**src/rtl/mem_port_arbiter.sv**
```systemverilog
// Arbitrates the IF and MEM pipeline stages onto one event-triggered 256-byte memory.
// Each grant becomes a SETUP / ACCESS / DONE sequence, so Enable only rises on stable inputs.
module mem_port_arbiter #(
    parameter int ADDR_LIMIT = 255
) (
    input  logic        clk,
    input  logic        rst_n,
    input  logic        if_req,
    input  logic [31:0] if_addr,
    output logic        if_ack,
    output logic [31:0] if_rdata,
    output logic        if_stall,
    input  logic        mem_req,
    input  logic        mem_we,
    input  logic [1:0]  mem_size,
    input  logic [31:0] mem_addr,
    input  logic [31:0] mem_wdata,
    output logic        mem_ack,
    output logic [31:0] mem_rdata,
    output logic        mem_stall,
    output logic        err,
    output logic        busy,
    output logic        ram_enable,
    output logic        ram_rw,
    output logic [31:0] ram_addr,
    output logic [31:0] ram_din,
    output logic [1:0]  ram_size,
    input  logic [31:0] ram_dout
);

    typedef enum logic [1:0] {IDLE, SETUP, ACCESS, DONE} state_t;

    state_t      state, state_next;
    logic        grant_valid, pick_mem;
    logic        last_grant_mem;
    logic        lat_mem, lat_bad;
    logic [31:0] sel_addr, sel_wdata;
    logic [1:0]  sel_size;
    logic        sel_we, sel_bad;
    logic [1:0]  nbytes_m1;
    logic [9:0]  end_addr;
    logic [31:0] load_data;

    assign if_stall  = if_req & ~if_ack;
    assign mem_stall = mem_req & ~mem_ack;

    // Grant selection and access checking for the request seen in IDLE.
    // On a tie the port that did not win last time gets the memory.
    always_comb begin
        grant_valid = if_req | mem_req;
        pick_mem    = mem_req & (~if_req | ~last_grant_mem);
        sel_addr    = pick_mem ? mem_addr : if_addr;
        sel_size    = pick_mem ? mem_size : 2'b10;
        sel_we      = pick_mem & mem_we;
        sel_wdata   = pick_mem ? mem_wdata : 32'h0;

        case (sel_size)
            2'b00:   nbytes_m1 = 2'd0;
            2'b01:   nbytes_m1 = 2'd1;
            default: nbytes_m1 = 2'd3;
        endcase

        // High address bits are tested on their own so the end address never wraps.
        end_addr = {2'b00, sel_addr[7:0]} + {8'b0, nbytes_m1};
        sel_bad  = (sel_size == 2'b11)
                 | ((sel_size == 2'b01) & sel_addr[0])
                 | ((sel_size == 2'b10) & (sel_addr[1:0] != 2'b00))
                 | (sel_addr[31:8] != 24'h0)
                 | (end_addr > 10'(ADDR_LIMIT));
    end

    always_comb begin
        state_next = state;
        case (state)
            IDLE:    if (grant_valid) state_next = SETUP;
            SETUP:   state_next = ACCESS;
            ACCESS:  state_next = DONE;
            DONE:    state_next = IDLE;
            default: state_next = IDLE;
        endcase
    end

    always_comb begin
        case (ram_size)
            2'b00:   load_data = {24'h0, ram_dout[7:0]};
            2'b01:   load_data = {16'h0, ram_dout[15:0]};
            default: load_data = ram_dout;
        endcase
    end

    always_ff @(posedge clk) begin
        if (!rst_n) state <= IDLE;
        else        state <= state_next;
    end

    // Output registers change on the edge that enters each phase, so they line up with the state.
    always_ff @(posedge clk) begin
        if (!rst_n) begin
            last_grant_mem <= 1'b0;
            lat_mem        <= 1'b0;
            lat_bad        <= 1'b0;
            ram_enable     <= 1'b0;
            ram_rw         <= 1'b0;
            ram_addr       <= 32'h0;
            ram_din        <= 32'h0;
            ram_size       <= 2'b00;
            if_ack         <= 1'b0;
            mem_ack        <= 1'b0;
            if_rdata       <= 32'h0;
            mem_rdata      <= 32'h0;
            err            <= 1'b0;
            busy           <= 1'b0;
        end else begin
            busy <= (state_next != IDLE);
            case (state)
                IDLE: begin
                    if (grant_valid) begin
                        lat_mem  <= pick_mem;
                        lat_bad  <= sel_bad;
                        ram_addr <= sel_addr;
                        ram_din  <= sel_wdata;
                        ram_size <= sel_size;
                        ram_rw   <= sel_we;
                    end
                end
                SETUP: begin
                    ram_enable <= ~lat_bad;
                end
                ACCESS: begin
                    ram_enable <= 1'b0;
                    err        <= lat_bad;
                    if (lat_mem) mem_ack <= 1'b1;
                    else         if_ack  <= 1'b1;
                    if (!lat_bad && !ram_rw) begin
                        if (lat_mem) mem_rdata <= load_data;
                        else         if_rdata  <= load_data;
                    end
                end
                DONE: begin
                    if_ack         <= 1'b0;
                    mem_ack        <= 1'b0;
                    err            <= 1'b0;
                    ram_rw         <= 1'b0;
                    last_grant_mem <= lat_mem;
                end
                default: ;
            endcase
        end
    end

endmodule

```
**config.mk**
```make
export PLATFORM = sky130hd
export DESIGN_NAME = mem_port_arbiter
export DESIGN_NICKNAME = d
export VERILOG_FILES = /design/src/rtl/mem_port_arbiter.sv
export SDC_FILE = /design/constraint.sdc
export NUM_CORES = 1
export LEC_CHECK = 0
export BUFFER_PORTS_ARGS = -buffer_cell sky130_fd_sc_hd__buf_2
export CAP_MARGIN = 30
export CORE_AREA = 5 5 99 147
export CTS_BUF_LIST = sky130_fd_sc_hd__clkbuf_4
export CTS_CLUSTER_SIZE = 28
export DETAILED_ROUTE_END_ITERATION = 10
export DIE_AREA = 0 0 104 152
export GPL_TIMING_DRIVEN = 1
export PLACE_DENSITY_LB_ADDON = 0.08
export SYNTH_ARGS = -nofsm -noshare
export SYNTH_HDL_FRONTEND = slang
export SYNTH_SLANG_ARGS = --single-unit
```
**constraint.sdc**
```tcl
create_clock -name clk -period 1.8 [get_ports clk]
set_input_delay 0 -clock clk [delete_from_list [all_inputs] [get_ports clk]]
set_output_delay 0 -clock clk [all_outputs]
set_load 0.005 [all_outputs]
```
==> metrics.cfg, run 1 <==
[outcome]
status = finished, violations left
violations = negative setup slack

[die]
fp-row-count = 52
core-area_um2 = 13300
die_y_um = 152
start_util_pct = 41.7
dieWidth_um = 104
fp.dieArea_um2 = 15800
ios = 273

[global_routing]
grt_overflow = 0
grt_max_degree = 55
grt_pass1_wl_mm = 31.9
grt_pass1_vias = 6654
track_usage_pct = 24.0
antenna_found_initial = 1

[routing]
drt_iter0_drc = 302
dr.pass1.iters = 7
ant_nets = 0
drcViolationCount = 0
num_vias = 6462
via_per_inst = 5.22
routed_wl_mm = 19.7
avgRoutedWirePerCell_um = 15.9

[clock_network]
clk_path_buf_depth = 2
cts_tree = done
clkLatencyLatePin_ns = 0.52
root_buffer = clkbuf_4
htreeDepth = 4
cts.sinks = 141
cts-buffers-inserted = 17
cts.clk_slew.worst_paths_ns = 0.11

[sta]
worstMarginPinSlew_ns = 0.508
setup_viol = 1
rsz0062_at_grt = true
hold_viol = 0
min_period_ns = 1.86
fmax_ghz = 0.539
drv_slew = 0
maxSlewHeadroom_pct = 65.8
timing.final.crit_share_pct = 103
setup_slack_ns = -0.0569
skew_ns = 0.0224

[synthesis]
ys_warn_count = 0
synth-seq-cells = 141
syn_area_per_cell_um2 = 8.23
synth_cells = 672
synth_seq_area_share_pct = 51.1
ys_types = 37
syn_area_um2 = 5530
synth_fp_nets = 813

[worst_setup_path]
cp.required_ns = 2.19
worst-path-max-fanout = 2
max_stage_delay_ns = 0.34
crit_buf_inv = 0
arrival_ns = 2.25
crit_type = flip-flop to flip-flop
path_delay_family = compound AO/OA/AOI/OAI gates
path_cells = a21bo_1 > or3_1 > ha_2 > ha_4 > a21oi_2 > nor4_1 > a2111oi_0 > a21oi_1
cp.depth = 8
reg2reg_setup_slack_ns = -0.06
r2r_end = lat_bad
worstRegToRegCells = 8
critical-path-slowest-cell = dfxtp_2
r2r-start = last_grant_mem
critPathLaunchType = flip-flop
end_kind = flip-flop

[job]
cap_violations = 0

[hold_path]
hold_path_depth = 5
hold_class = input pin to flip-flop
hold_end = lat_bad
worstHoldStart = mem_size[0]

[pwr]
irDropWorstVdd_uv = 620
power_density_nw_per_um2 = 1060
power.leakage_nw = 3.95

[final_layout]
fin_nets = 1204
drive_above_1_share_pct = 31.1
fillers = 1128
stdcell_area_um2 = 8770
fin_cells = 1237
areaGrowthSynthToFinish_pct = 58.7

[placement]
gp_congestion = 0.848
place_area_um2 = 7090
numPlacedInstances = 1071
port_buffers = 272
dp_hpwl_mm = 13.2

per-stage QoR:
stage	worst slack (ns)	util (%)	power (mW)	TNS (ns)	hold slack, ns
after global routing	-0.177	66.1	9.88	-0.191	0.0382
final	-0.0569	66.1	9.29	-0.0569	0.0736
after detailed placement	-0.0731	53.4	6.86	-0.0731	0.240
after floorplan	-0.101	-	5.66	-0.101	0.117
after global placement	0.00752	53.4	6.79	0	0.235
after CTS	-0.0709	66.0	9.34	-0.0709	0.00847
synth_stat cells (all sizes together):
| cell type | number | area [um2] |
|---|---|---|
| a2111oi | 1 | 8.76 |
| a211o | 1 | 8.76 |
| a21bo | 1 | 10.0 |
| a21boi | 1 | 11.3 |
| a21oi | 75 | 375 |
| a22oi | 33 | 248 |
| a311oi | 30 | 263 |
| a31oi | 2 | 12.5 |
| and2 | 3 | 18.8 |
| and2b | 1 | 7.51 |
| and3 | 1 | 6.26 |
| buf | 38 | 210 |
| clkbuf | 18 | 67.6 |
| dfxtp | 141 | 2820 |
| ha | 6 | 75.1 |
| inv | 3 | 11.3 |
| mux2i | 3 | 30.0 |
| nand2 | 146 | 548 |
| nand2b | 1 | 6.26 |
| nand3 | 51 | 255 |
| nand4 | 5 | 31.3 |
| nand4b | 1 | 8.76 |
| nor2 | 78 | 300 |
| nor2b | 3 | 21.3 |
| nor3 | 4 | 20.0 |
| nor4 | 13 | 81.3 |
| o21ai | 7 | 35.0 |
| o21bai | 1 | 7.51 |
| or2 | 2 | 12.5 |
| or3 | 1 | 6.26 |
| xnor2 | 1 | 8.76 |
metal layers:
layer | vias up | track usage, % | part of all wire, %
li1 | 3123 | - | -
met1 | 2983 | 26.1 | 37
met3 | 51 | 8.02 | 8.2
met2 | 305 | 42.8 | 52
met4 | 0 | 9.14 | 2.8
met5 | - | 0 | 0
cells in the final DEF (no fill, tap or decap), types with 5 or more instances in the layout:
master / n
dlygate4sd3_1: 135
a21oi_1: 74
a311oi_1: 30
nand2_1: 146
buf_12: 8
buf_2: 272
nor2_1: 77
a22oi_1: 33
buf_4: 13
o21ai_0: 6
nor4_1: 13
dfxtp_1: 140
nand3_1: 51
nand4_1: 5
clkbuf_4: 17
kinds of logic after synthesis:
| kind of cell | after synthesis | synth area share, % |
|---|---|---|
| XOR/XNOR | 1 | 0.158 |
| adder cells (fa/ha/maj) | 6 | 1.36 |
| AO/OA/AOI/OAI | 152 | 17.7 |
| multiplexers | 3 | 0.543 |
| AND/OR/NAND/NOR | 310 | 23.9 |
| flip-flops | 141 | 51.1 |
| buffers and inverters | 59 | 5.23 |
worst min-delay path: stages:
cell       delay (ns)
buf_2            0.10
o21ai_0          0.08
a21oi_1          0.16
a2111oi_0        0.08
a21oi_1          0.14
timing repair:
item | 4_1_cts | 5_1_grt
hold buffers | 135 | 0
endpoints found under the hold margin | 138 | 0
setup buffers | 0 | 0
setup endpoints to repair | 1 | 2
resized for setup | 0 | 2
worst max path at each step:
stage	start	endpoint	slack [ns]
CTS	last_grant_mem	lat_bad	-0.07
detailed placement	last_grant_mem	lat_bad	-0.07
global route	last_grant_mem	lat_bad	-0.18
finish	last_grant_mem	lat_bad	-0.06
floorplan	last_grant_mem	lat_bad	-0.10
global placement	last_grant_mem	lat_bad	0.008
flip-flops by register name, indices dropped and copies added, names as in the netlist, 2 cells and up:
| name | cells |
|---|---|
| if_rdata | 32 |
| mem_rdata | 32 |
| ram_addr | 32 |
| ram_din | 32 |
| ram_size | 2 |
| state | 2 |
report_power, final:
group | switching, mW | internal (mW) | leakage (nW)
clock | 1.16 | 1.10 | 0.165
combinational | 1.72 | 1.39 | 2.64
sequential | 0.283 | 3.63 | 1.15
total | 3.16 | 6.13 | 3.95
area by class of cell:
class	instances	area [um2]	share of cell area, %
antenna	1	2.50	0.0285
clock buffer	17	128	1.45
clock inverter	13	189	2.15
inverter	3	13.8	0.157
multi-input combinational	472	2440	27.9
sequential	141	2820	32.2
tap	162	203	2.31
timing repair buffer	428	2970	33.9
Note: power is estimated with default switching activity, not from simulation.
==> run 2, diff against run 1 <==
CORE_AREA = 5 5 101 151   (was 5 5 99 147)
CTS_BUF_LIST = default   (was sky130_fd_sc_hd__clkbuf_4)
DIE_AREA = 0 0 106 156   (was 0 0 104 152)
==> run 2 against run 1 <==
The flow still finishes with violations (negative setup slack). Non-clock buffer count is 10 lower. Sequential cell count is the same. Maximum frequency fell by 1.6%. Sequential power hardly changed. Global-route usage shrank 0.73 points. Critical path type unchanged. Highest routed layer unchanged.
==> metrics.cfg, run 2 (synthesis results as in run 1) <==
[pwr]
design_power_total_mw = 10.4
power.leakage_nw = 4.01
power_density_nw_per_um2 = 1170
irDropWorstVdd_uv = 655

[placement]
dp_slack_ns = -0.101
port_buffers = 272
gp_congestion = 0.829
dp_hpwl_mm = 13.5
place_area_um2 = 7060

[clock_network]
root_buffer = clkbuf_16
cts.clk_slew.worst_paths_ns = 0.06
clkLatencyLatePin_ns = 0.42
clk_path_buf_depth = 2
htreeDepth = 4
cts_tree = done
postCtsSetupBuffers = 0
cts.sinks = 141
cts-buffers-inserted = 17

[final_layout]
layout_common_cells = buf_2 (272), nand2_1 (145), dfxtp_1 (140), dlygate4sd3_1 (128), nor2_1 (77)
final_util_pct = 64.8
fillers = 1160
fin_nets = 1195
areaGrowthSynthToFinish_pct = 61.6
n_antenna_cell = 0
layout_commonest_cell = buf_2
drive_above_1_share_pct = 31.3
stdcell_area_um2 = 8940

[die]
start_util_pct = 40.1
ios = 273
dieWidth_um = 106
core-area_um2 = 13800
fp-row-count = 53
fp.dieArea_um2 = 16500
die_y_um = 156

[sta]
min_period_ns = 1.89
worstMarginPinSlew_ns = 0.488
fmax_ghz = 0.530
setup_slack_ns = -0.0873
skew_ns = 0.0136
drv_slew = 0
rsz0062_at_grt = true
maxSlewHeadroom_pct = 67.1
hold_viol = 0
timing.final.crit_share_pct = 105
whs_ns = 0.0727
setup_viol = 1

[routing]
drcViolationCount = 0
routed_wl_mm = 19.8
num_vias = 6339
ant_nets = 0
dr.pass1.iters = 4
via_per_inst = 5.15
drt_iter0_drc = 257
avgRoutedWirePerCell_um = 16.1

[worst_setup_path]
crit_type = flip-flop to flip-flop
cp.required_ns = 2.08
arrival_ns = 2.17
end_kind = flip-flop
critPathLaunchType = flip-flop
worst-path-max-fanout = 2

[hold_path]
hold_class = input pin to flip-flop

[global_routing]
track_usage_pct = 23.3
grt_pass1_vias = 6374
grt_max_degree = 66
antenna_found_initial = 0
grt_pass1_wl_mm = 31.1
grt_overflow = 0

[outcome]
status = finished, violations left
violations = negative setup slack

[job]
cap_violations = 0

## run 2: changes by cell type in the layout (fill, tap and decap cells not counted), moves of 3 or more
| cell | change |
|---|---|
| dlygate4sd3_1 | -7 |
| clkbuf_4 | -17 |
| clkbuf_16 | +17 |
| clkinvlp_4 | +3 |
| buf_4 | -3 |
| bufinv_16 | -3 |
## run 2: cell type report
cell class / instances / area, um2 / share of cell area (%)
clock buffers: 19 / 443 / 4.96
clock inverters: 13 / 131 / 1.47
inverters: 3 / 13.8 / 0.154
multi-input cells: 473 / 2450 / 27.4
flip-flops and latches: 141 / 2820 / 31.6
well taps: 165 / 206 / 2.31
repair buffers: 418 / 2870 / 32.1
## run 2: final timing paths
path,from,to,slack [ns],cells past startpoint
min reg2reg,mem_rdata[8],mem_rdata[8],0.45,2
max,last_grant_mem,lat_bad,-0.09,8
max reg2reg,last_grant_mem,lat_bad,-0.09,8
min,mem_addr[0],lat_bad,0.07,5
## run 2: report_power, final
group	internal (mW)	switching, mW
clock	1.97	1.43
combinational	1.34	1.75
sequential	3.64	0.283
total	6.95	3.46
## run 2: metrics by stage
step           TNS (ns)  instances
3_5_place_dp     -0.101       1071
6_report        -0.0873       1232
4_1_cts          -0.125       1231
2_1_floorplan    -0.101        672
3_3_place_gp          0       1071
5_1_grt          -0.202       1232
## run 2: what timing repair did
item,in CTS,in global routing
gates cloned,0,1
gates resized for setup,0,5
pin swaps,0,1
hold buffers,128,0
endpoints found under the hold margin,132,0
endpoints found under the setup margin,1,35
## run 2: worst max-delay path: stages, from the launching register on
cell	delay, ns
dfxtp_2	0.32
a21bo_1	0.19
or3_1	0.31
ha_2	0.18
ha_2	0.18
a21oi_2	0.11
nor4_1	0.07
a2111oi_1	0.30
a21oi_1	0.12
## run 2: layer usage
| layer | GRT usage [%] | routed length [um] |
|---|---|---|
| met1 | 25.1 | 7590 |
| met2 | 43.1 | 10400 |
| met3 | 7.12 | 1410 |
| met4 | 7.59 | 422 |
| met5 | 0 | 0 |
==> run 3, diff against run 2 <==
CORE_AREA = 2 2 98 148   (was 5 5 101 151)
DIE_AREA = 0 0 100 150   (was 0 0 106 156)
==> run 3 against run 2 <==
The flow still finishes with violations (negative setup slack). Maximum frequency grew 2.3%. Setup slack gained 0.043 ns. Sequential share of layout area shrank 0.38 points. Worst hold slack lost 0.021 ns. Core utilization grew 0.80 points. Via count grew 1.3%. Clock-buffer cell count grew 1. Non-clock buffer count grew 4. Sequential cell count is the same. Sequential power is essentially flat. Global-route usage grew 2.2 points.
==> metrics.cfg, run 3 (synthesis results as in run 1) <==
[outcome]
status = finished, violations left
violations = negative setup slack

[clock_network]
root_buffer = clkbuf_16
cts_tree = done
cts.sinks = 141
htreeDepth = 4
cts-buffers-inserted = 17
clk_path_buf_depth = 2
cts.clk_slew.worst_paths_ns = 0.06
clkLatencyLatePin_ns = 0.41

[sta]
rsz0062_at_grt = true
setup_viol = 1
setup_slack_ns = -0.0441
whs_ns = 0.0517
fmax_ghz = 0.542
maxSlewHeadroom_pct = 66.7
timing.final.crit_share_pct = 102
skew_ns = 0.00996
worstMarginPinSlew_ns = 0.500
drv_slew = 0
min_period_ns = 1.84
hold_viol = 0

[global_routing]
grt_max_degree = 66
gr-usage-met3_pct = 6.59
antenna_found_initial = 0
grt_overflow = 0
grt_pass1_wl_mm = 30.6
grt.busiest_layer = met2
grt_pass1_vias = 6463
globalRouteMet2Util_pct = 46.9
grt_use_met1_pct = 27.3
track_usage_pct = 25.5

[pwr]
p_sw_mw = 3.40
netSwitchingFraction_pct = 32.3
irDropWorstVdd_uv = 680
power_frac_comb_pct = 30.1
p_int_mw = 7.14
power.leakage_nw = 4.06
clockPowerShare_pct = 32.7
power_density_nw_per_um2 = 1170
seqPwrFrac_pct = 37.2

[worst_setup_path]
critPathLaunchType = flip-flop
arrival_ns = 2.14
end_kind = flip-flop
crit_type = flip-flop to flip-flop
cp.required_ns = 2.09
crit_path_start = last_grant_mem
worst-path-max-fanout = 4
r2r-start = last_grant_mem

[hold_path]
worstHoldStart = mem_addr[0]
hold_class = input pin to flip-flop

[final_layout]
fillers = 1157
final_util_pct = 65.6
fin_nets = 1199
areaGrowthSynthToFinish_pct = 63.6
n_antenna_cell = 0
layout_commonest_cell = buf_2
layout_common_cells = buf_2 (272), nand2_1 (145), dfxtp_1 (140), dlygate4sd3_1 (128), nor2_1 (77)
drive_above_1_share_pct = 31.9

[die]
core-area_um2 = 13800
start_util_pct = 40.1
fp.dieArea_um2 = 15000
dieWidth_um = 100
ios = 273
die_y_um = 150
fp-row-count = 53

[routing]
ant_nets = 0
routed_wl_mm = 19.5
num_vias = 6423
avgRoutedWirePerCell_um = 15.8
drcViolationCount = 0
via_per_inst = 5.20
drt_iter0_drc = 262
dr.pass1.iters = 5

[placement]
gp_congestion = 0.814
port_buffers = 272
dp_slack_ns = -0.158
dp_hpwl_mm = 12.6

[job]
cap_violations = 0

==> run 3: cell count changes in the layout (fill, tap and decap cells not counted), moves of 2 or more <==
cell        before  now
buf_12           7    9
buf_4           10   12
clkinv_2         0    3
clkinvlp_4       5    2
ha_2             2    0
ha_4             0    2
inv_6            5    3
==> run 3: critical path, stage by stage (launching register included) <==
cell and delay (ns):
dfxtp_2 0.32, a21bo_4 0.22, or3_4 0.34, ha_4 0.17, ha_4 0.16, buf_4 0.12
a211o_1 0.24, o21ai_1 0.09, a21oi_1 0.08
==> run 3: layout make-up <==
type | instances | area [um2] | area share (%)
clock buffer | 20 | 447 | 4.94
clock inverter | 12 | 136 | 1.51
inverter | 3 | 13.8 | 0.152
multi-input combinational | 473 | 2500 | 27.6
sequential | 141 | 2820 | 31.2
tap | 165 | 206 | 2.28
timing repair buffer | 422 | 2920 | 32.3
==> run 3: per-stage QoR <==
step           instances  TNS (ns)  power (mW)  cell area [um2]
4_1_cts             1235    -0.204        10.6             9000
3_3_place_gp        1073   -0.0666        6.74             7090
5_1_grt             1236    -0.118        11.1             9050
3_5_place_dp        1073    -0.562        6.83             7090
2_1_floorplan        672    -0.101        5.66             5540
6_report            1236   -0.0441        10.5             9050
==> run 3: timing repair <==
item                                    4_1_cts  5_1_grt
setup buffers                                 1        1
endpoints found under the hold margin       133        0
endpoints found under the setup margin       32       28
hold buffers                                128        0
cloned                                        1        0
pin swaps                                     6        7
resized for setup                             6        7
==> run 3: path summary, 6_finish.rpt <==
kind / to / slack, ns / cells after the start
worst max-delay path: lat_bad / -0.04 / 8
worst max register to register: lat_bad / -0.04 / 8
worst min register to register: if_rdata[26] / 0.45 / 2
worst min-delay path: lat_bad / 0.05 / 5
==> run 3: power by group through the flow <==
stage	Sequential [mW]	Clock [mW]	Combinational [mW]
CTS	3.92	3.53	3.12
detailed placement	3.97	0	2.85
floorplan	4.00	0	1.66
global route	3.98	3.67	3.50
finish	3.92	3.45	3.17
global placement	3.95	0	2.79
==> run 3: metal layers <==
layer  wire length (um)  up-vias
li1                   -     3110
met1               7410     2978
met2              10300      289
met3               1290       46
met4                518        0
met5                  0        -
